===== src/rtl/rf_writeback_unit.sv =====
// rf_writeback_unit: in-order writeback queue feeding the integer register
// file write port, plus a pending-write scoreboard for RAW hazard stalls.
module rf_writeback_unit #(
   parameter int unsigned DEPTH = 4
) (
   input  logic        clk,
   input  logic        rst,
   input  logic        alu_valid,
   output logic        alu_ready,
   input  logic [4:0]  alu_rd,
   input  logic [31:0] alu_data,
   input  logic        lsu_valid,
   output logic        lsu_ready,
   input  logic [4:0]  lsu_rd,
   input  logic [31:0] lsu_data,
   input  logic        issue_valid,
   input  logic [4:0]  issue_rd,
   output logic [31:0] busy,
   output logic        rf_we,
   output logic [4:0]  rf_wa,
   output logic [31:0] rf_wd
);

   localparam int unsigned RD_W   = 5;
   localparam int unsigned DATA_W = 32;
   localparam int unsigned NREG   = 32;
   localparam int unsigned PTR_W  = $clog2(DEPTH);
   localparam int unsigned CNT_W  = $clog2(DEPTH) + 1;
   localparam int unsigned SUM_W  = CNT_W + 1;

   logic [RD_W-1:0]   q_rd_q   [DEPTH];
   logic [RD_W-1:0]   q_rd_d   [DEPTH];
   logic [DATA_W-1:0] q_data_q [DEPTH];
   logic [DATA_W-1:0] q_data_d [DEPTH];
   logic [PTR_W-1:0]  wr_ptr_q, wr_ptr_d;
   logic [PTR_W-1:0]  rd_ptr_q, rd_ptr_d;
   logic [CNT_W-1:0]  count_q, count_d;
   logic              rf_we_q, rf_we_d;
   logic [RD_W-1:0]   rf_wa_q, rf_wa_d;
   logic [DATA_W-1:0] rf_wd_q, rf_wd_d;
   logic [NREG-1:0]   busy_q, busy_d;

   logic              push_l, push_a;
   logic              do_push_l, do_push_a, do_pop;
   logic [PTR_W-1:0]  alu_idx;

   // Handshake readiness, queue push/pop and output register next state
   always_comb begin
      q_rd_d    = q_rd_q;
      q_data_d  = q_data_q;
      wr_ptr_d  = wr_ptr_q;
      rd_ptr_d  = rd_ptr_q;
      count_d   = count_q;
      rf_we_d   = 1'b0;
      rf_wa_d   = rf_wa_q;
      rf_wd_d   = rf_wd_q;
      alu_idx   = wr_ptr_q;

      // x0 results complete the handshake but never occupy a slot
      push_l    = lsu_valid && (lsu_rd != '0);
      push_a    = alu_valid && (alu_rd != '0);

      // LSU gets the last free slot; ready is based on the pre-pop count
      lsu_ready = (count_q < CNT_W'(DEPTH));
      alu_ready = ((SUM_W'(count_q) + SUM_W'(push_l)) < SUM_W'(DEPTH));

      do_push_l = push_l && lsu_ready;
      do_push_a = push_a && alu_ready;
      do_pop    = (count_q != '0);

      if (do_push_l) begin
         q_rd_d[wr_ptr_q]   = lsu_rd;
         q_data_d[wr_ptr_q] = lsu_data;
      end
      alu_idx = wr_ptr_q + PTR_W'(do_push_l);
      if (do_push_a) begin
         q_rd_d[alu_idx]   = alu_rd;
         q_data_d[alu_idx] = alu_data;
      end
      wr_ptr_d = wr_ptr_q + PTR_W'(do_push_l) + PTR_W'(do_push_a);

      if (do_pop) begin
         rf_we_d  = 1'b1;
         rf_wa_d  = q_rd_q[rd_ptr_q];
         rf_wd_d  = q_data_q[rd_ptr_q];
         rd_ptr_d = rd_ptr_q + PTR_W'(1);
      end

      count_d = count_q + CNT_W'(do_push_l) + CNT_W'(do_push_a) - CNT_W'(do_pop);
   end

   // Scoreboard: issue sets, the committing write clears, set wins
   always_comb begin
      busy_d = busy_q;
      for (int i = 1; i < NREG; i++) begin
         if (issue_valid && (issue_rd == RD_W'(i))) begin
            busy_d[i] = 1'b1;
         end else if (rf_we_q && (rf_wa_q == RD_W'(i))) begin
            busy_d[i] = 1'b0;
         end
      end
      busy_d[0] = 1'b0;
   end

   // State registers with synchronous reset
   always_ff @(posedge clk) begin
      if (rst) begin
         q_rd_q   <= '{default: '0};
         q_data_q <= '{default: '0};
         wr_ptr_q <= '0;
         rd_ptr_q <= '0;
         count_q  <= '0;
         rf_we_q  <= 1'b0;
         rf_wa_q  <= '0;
         rf_wd_q  <= '0;
         busy_q   <= '0;
      end else begin
         q_rd_q   <= q_rd_d;
         q_data_q <= q_data_d;
         wr_ptr_q <= wr_ptr_d;
         rd_ptr_q <= rd_ptr_d;
         count_q  <= count_d;
         rf_we_q  <= rf_we_d;
         rf_wa_q  <= rf_wa_d;
         rf_wd_q  <= rf_wd_d;
         busy_q   <= busy_d;
      end
   end

   assign rf_we = rf_we_q;
   assign rf_wa = rf_wa_q;
   assign rf_wd = rf_wd_q;
   assign busy  = busy_q;

endmodule


===== config.mk =====
export PLATFORM = sky130hd
export DESIGN_NAME = rf_writeback_unit
export DESIGN_NICKNAME = d
export VERILOG_FILES = /design/src/rtl/rf_writeback_unit.sv
export SDC_FILE = /design/constraint.sdc
export NUM_CORES = 1
export LEC_CHECK = 0
export BUFFER_PORTS_ARGS = -buffer_cell sky130_fd_sc_hd__buf_4
export CAP_MARGIN = 5
export CORE_MARGIN = 1
export CORE_UTILIZATION = 60
export CTS_CLUSTER_DIAMETER = 100
export DETAILED_ROUTE_END_ITERATION = 8
export GPL_ROUTABILITY_DRIVEN = 0
export PLACE_DENSITY = 0.9
export SLEW_MARGIN = 10
export SYNTH_ARGS = -nofsm -noshare
export SYNTH_HDL_FRONTEND = slang
export SYNTH_SLANG_ARGS = --single-unit

===== constraint.sdc =====
create_clock -name clk -period 5.2 [get_ports clk]
set_input_delay 0.78 -clock clk [delete_from_list [all_inputs] [get_ports clk]]
set_output_delay 0.78 -clock clk [all_outputs]
set_load 0.01 [all_outputs]

==> results of run 1 <==
sequential cells by signal, indices dropped and copies added (netlist names):
name      count
q_data_q    128
rf_wd        32
busy         31
q_rd_q       20
rf_wa         5
count_q       3
rd_ptr_q      2
wr_ptr_q      2
rf_we         1
metal layers:
metal	up-vias	global-route usage [%]
li1	4990	-
met1	5282	42.2
met2	679	54.0
met3	108	4.59
met4	0	16.3
met5	-	0
area by class of cell:
class	count	area share (%)
clock buffers	35	5.07
diodes	1	0.0175
clock inverters	10	0.886
flip-flops and latches	224	31.5
inverters	135	3.55
well taps	270	2.37
repair buffers	173	9.13
multi-input cells	860	47.5
cell usage in the layout (no fill, tap or decap), types with 37 or more instances in the layout:
cell / Yosys / routed
dfxtp_1: 224 / 222
buf_4: 2 / 172
mux2i_1: 148 / 148
nand2_1: 147 / 147
inv_1: 135 / 134
a211oi_1: 128 / 128
a211o_1: 128 / 128
a21oi_1: 68 / 68
nand2b_1: 44 / 44
mux4_2: 37 / 37
tightest hold or removal path: stages, from the launching register on:
cell     delay [ps]
dfxtp_1         310
nand2_1          50
a21oi_1          50
final timing paths:
check / slack (ps) / start / end / cells past startpoint
setup / recovery: 1550 / lsu_rd[4] / alu_ready / 6
hold / removal: 460 / rf_wd[19] / rf_wd[19] / 2
setup reg to reg: 2230 / count_q[2] / count_q[1] / 8
hold reg to reg: 460 / rf_wd[19] / rf_wd[19] / 2
power by group through the flow:
| stage | sequential [W] | clock (W) | combinational [W] |
|---|---|---|---|
| after detailed placement | 0.00252 | 0 | 0.00258 |
| after global placement | 0.00250 | 0 | 0.00250 |
| after floorplan | 0.00242 | 0 | 0.00192 |
| after global routing | 0.00255 | 0.00191 | 0.00283 |
| after CTS | 0.00249 | 0.00183 | 0.00261 |
| final | 0.00250 | 0.00183 | 0.00264 |
cells by family after synthesis:
family,after synthesis
adder cells (fa/ha/maj),6
XOR/XNOR,7
flip-flops,224
other,1
AND/OR/NAND/NOR,273
AO/OA/AOI/OAI,388
multiplexers,185
buffers and inverters,267
through the flow:
| stage | hold slack [ps] | cell area, um2 | utilization (%) |
|---|---|---|---|
| after floorplan | 476 | 12300 | - |
| after global placement | 438 | 13400 | 66.5 |
| after detailed placement | 445 | 13400 | 66.5 |
| after CTS | 456 | 14300 | 70.7 |
| after global routing | 476 | 14300 | 70.7 |
| final | 456 | 14300 | 70.7 |
==> out/qor.txt, run 1 <==
Leak pwr: 5.65 nW
Die Width: 145 um
Critical Path Source Type: input port
Synth warnings: 0
Post-synth net total: 1441
Initial drt markers: 1162
Complex-gate fraction of the synthesized area: 23.4%
Library cells used by synthesis: 44
CP endpoint kind: output port
Hold Violations, Final: 0
Gr ovfl total: 0
EDFF count, synth: 0
Layout overhead on the synthesized area: 15.8%
# Max-Cap Violations: 0
Synth Area in Simple Gates: 10.8%
Vias in the first global route: 10900
Int Pwr: 0.00444 W
Worst-margin pin slew: 1280 ps
Min-delay worst type: reg2reg
Routed len/inst: 20.7 um
Initial antenna violation count: 1
Final setup vio count: 0
Syn Inst Count: 1351
Max incr delay on CP: 690 ps
Rows: 52
Post-CTS resize count: 0
Synth cell count leaders: dfxtp_1 (224), mux2i_1 (148), nand2_1 (147)
Top FF cell, synth: dfxtp_1
Die height: 145 um
Full die area: 21100 um2
Min cycle time layout: 3650 ps
Detail Route Antenna Nets: 0
Wl on met1: 13.6 mm
Setup TNS: 0 ps
Multi-input gate area: 6780 um2
Detailed-router iteration count before antenna repair: 7
Switch share: 36.4%
Net Sw Power: 0.00253 W
Post-Synth Adder-Cell Area: 0.732%
CTS tree: done
Global-route wire length before repair: 56.3 mm
Post-Synth XOR/XNOR Area: 0.498%
CP Buf/Inv Count: 3
Clock buffer count from CTS: 25
CTS sink count: 224
Post-CTS Setup Repair Bufs: 0
Yosys top cell area share: 36.4%
Max-slew violations: 0
Clock Tree Buf Depth: 3
Main combinational cell family by area after synthesis: compound AO/OA/AOI/OAI gates
Syn avg cell area: 9.11 um2
Final Skew: 18.7 ps
Routed wl met3: 3.34 mm
Starting Density: 61.0%
Crit-path most repeated cell: buf_4
Slew headroom: 14.6%
Synth area leaders: dfxtp_1 (36%), mux2i_1 (12%), a211o_1 (9.1%)
Via-per-instance ratio: 6.47
Routed WL: 35.3 mm
Layout cells sized above 1: 20.5%
Period utilization: 70.2%
Share of total power in sequential cells: 35.9%
Synth async-reset ratio: 0%
Port buffer count: 154
Top layer in use: met4
Total power: 0.00697 W
DP Wirelength: 21.1 mm
H-tree levels: 1
Post-synth top area cell: dfxtp_1
P per Cell Area: 489 nW/um2
Critical path arrival: 2870 ps
Fill count: 1493
CP Class: in2out
Mux contribution to synthesized area: 18.8%
FF/Latch Area: 4490 um2
Comb pwr share: 37.9%
Via count: 11100
Fin cells: 1708
Pre-CTS setup slack: 1290 ps
GRT Total Usage: 32.8%
Pin count of the biggest net entering global routing: 136
I/O pin cnt: 156
Placed Cells: 1662
Critical path, cell by cell: buf_4, nor3_4, buf_4, a22o_1, or2_2, buf_4
Clock insertion delay at the later pin of the skew report: 540 ps
CP delay by family, top: buffers and inverters
Clock power share: 26.2%
Seq/Total Area, Yosys: 36.4%
Setup WS post-layout: 1550 ps
RSZ-0062 raised after global routing: no
Nets: 1509
Max VDD drop: 358 uV
CP max FO: 73
Maximum clock rate: 274 MHz
Synthesized flop and latch total: 224
Critical Path RT: 4420 ps
Status: finished, final reports clean
Most frequent cell after synthesis: dfxtp_1
Routed wl met2: 17.0 mm
Crit-path slowest cell: buf_4
Drc violations: 0
Clock root cell: clkbuf_16
Clk slew on worst S/H paths: 60 ps
CTS Hold Bufs: 0
Core box area: 20200 um2
Post-synthesis cell area: 12300 um2
Power figures use the tool's default switching activity.
==> run 2, diff against run 1 <==
--- a/config.mk
+++ b/config.mk
@@ -8,11 +8,11 @@
 export BUFFER_PORTS_ARGS = -buffer_cell sky130_fd_sc_hd__buf_4
 export CAP_MARGIN = 5
 export CORE_MARGIN = 1
-export CORE_UTILIZATION = 60
+export CORE_UTILIZATION = 59
 export CTS_CLUSTER_DIAMETER = 100
 export DETAILED_ROUTE_END_ITERATION = 8
 export GPL_ROUTABILITY_DRIVEN = 0
-export PLACE_DENSITY = 0.9
+export PLACE_DENSITY = 0.89
 export SLEW_MARGIN = 10
 export SYNTH_ARGS = -nofsm -noshare
 export SYNTH_HDL_FRONTEND = slang
==> constraint.sdc (replaced) <==
create_clock -name clk -period 3.8 [get_ports clk]
set_input_delay 0.57 -clock clk [delete_from_list [all_inputs] [get_ports clk]]
set_output_delay 0.57 -clock clk [all_outputs]
set_load 0.01 [all_outputs]
==> out/qor.txt, run 2 (synthesized netlist as in run 1, its figures left out) <==
Detailed-router iteration count before antenna repair: 6
Most frequent cells in the layout: dfxtp_1 (222), buf_4 (178), mux2i_1 (148)
Min-delay worst type: in2reg
CP endpoint kind: output port
Port buffer count: 154
Status: finished, final reports clean
# Max-Cap Violations: 0
Critical path, cell by cell: xor2_1, a2111oi_4, or2_2, buf_4
Initial drt markers: 1207
Rows: 52
Max reg flops: 128
Layout overhead on the synthesized area: 16.2%
Worst-margin pin slew: 1240 ps
Clk slew on worst S/H paths: 60 ps
Period utilization: 76.6%
Final Skew: 8.96 ps
Maximum clock rate: 343 MHz
Critical path arrival: 2340 ps
Detail Route Antenna Nets: 0
Core box area: 20400 um2
Clock Tree Buf Depth: 3
Slew headroom: 17.6%
Vias in the first global route: 11100
Via count: 11300
DP Wirelength: 22.0 mm
Critical Path RT: 3230 ps
P per Cell Area: 664 nW/um2
Max VDD drop: 379 uV
Hold Violations, Final: 0
Pin count of the biggest net entering global routing: 88
Antenna diodes: 0
Clock insertion delay at the later pin of the skew report: 520 ps
I/O pin cnt: 156
Via-per-instance ratio: 6.57
Drc violations: 0
Routed len/inst: 20.9 um
Hold Path Depth: 3
Critical Path Source Type: flip-flop
CTS Hold Bufs: 0
Setup TNS: 0 ps
Pre-CTS setup slack: 632 ps
Nets: 1518
Die Width: 146 um
Die height: 146 um
Final setup vio count: 0
Starting Density: 60.5%
CTS tree: done
Min cycle time layout: 2910 ps
Initial antenna violation count: 0
Reg2reg path depth: 8
Layout cells sized above 1: 20.7%
H-tree levels: 1
GRT Total Usage: 33.0%
CP Class: reg2out
CP max FO: 13
Max-slew violations: 0
Post-CTS resize count: 0
CTS sink count: 224
Clock buffer count from CTS: 25
Gr ovfl total: 0
Commonest non-fill, non-tap cell in the layout: dfxtp_1
RSZ-0062 raised after global routing: no
Setup WS post-layout: 887 ps
Global-route wire length before repair: 57.8 mm
Routed WL: 35.8 mm
Most flops, register: q_data_q
Crit-path slowest cell: a2111oi_4
Post-CTS Setup Repair Bufs: 0
Max incr delay on CP: 670 ps
Leak pwr: 5.67 nW
Full die area: 21500 um2
Clock root cell: clkbuf_16
[run 2: cell types whose count changed in the layout (fill, tap and decap cells not counted), sizes merged]
cell      previous run  this run
clkinvlp             0         1
clkbuf              35        33
diode                1         0
bufinv               2         3
buf                173       182
inv                138       135
[run 2: per-layer routing]
metal	GRT usage [%]	up-vias	wire, um
li1	-	5007	-
met1	41.7	5398	13900
met2	54.9	710	17100
met3	5.53	141	3250
met4	15.9	0	1470
met5	0	-	0
[run 2: area by class of cell]
cell class / count / area (um2)
Multi-Input combinational cell: 860 / 6780
Fill cell: 1481 / 6060
Sequential cell: 224 / 4490
Timing Repair Buffer: 182 / 1410
Clock buffer: 33 / 666
Inverter: 135 / 507
Tap cell: 270 / 338
Clock inverter: 9 / 126
[run 2: path summary, 6_finish.rpt]
check               from         end  slack, ps
min reg2reg     rf_wd[4]    rf_wd[4]        450
min          issue_rd[1]     busy[3]        360
max           count_q[2]   alu_ready        890
max reg2reg   count_q[2]  count_q[1]        910
[run 2: critical path: cells and delay by family, from the launching register on]
kind / cells / cell delay [ps]
flip-flops: 1 / 600
buffers and inverters: 1 / 130
AND/OR/NAND/NOR: 1 / 240
XOR/XNOR: 1 / 170
AO/OA/AOI/OAI: 1 / 670
[run 2: power breakdown]
group,internal (W),switching (W)
registers,0.00296,0.000572
logic,0.00167,0.00189
clock network,0.00143,0.000970
[run 2: per-stage QoR]
stage	area [um2]	hold WS, ps	instances	total power, W	util [%]
final	14300	365	1713	0.00949	70.3
after global routing	14300	364	1713	0.00991	70.3
after CTS	14300	346	1713	0.00943	70.3
after detailed placement	13500	445	1671	0.00702	66.4
after global placement	13500	439	1671	0.00687	66.4
after floorplan	12300	476	1351	0.00594	-
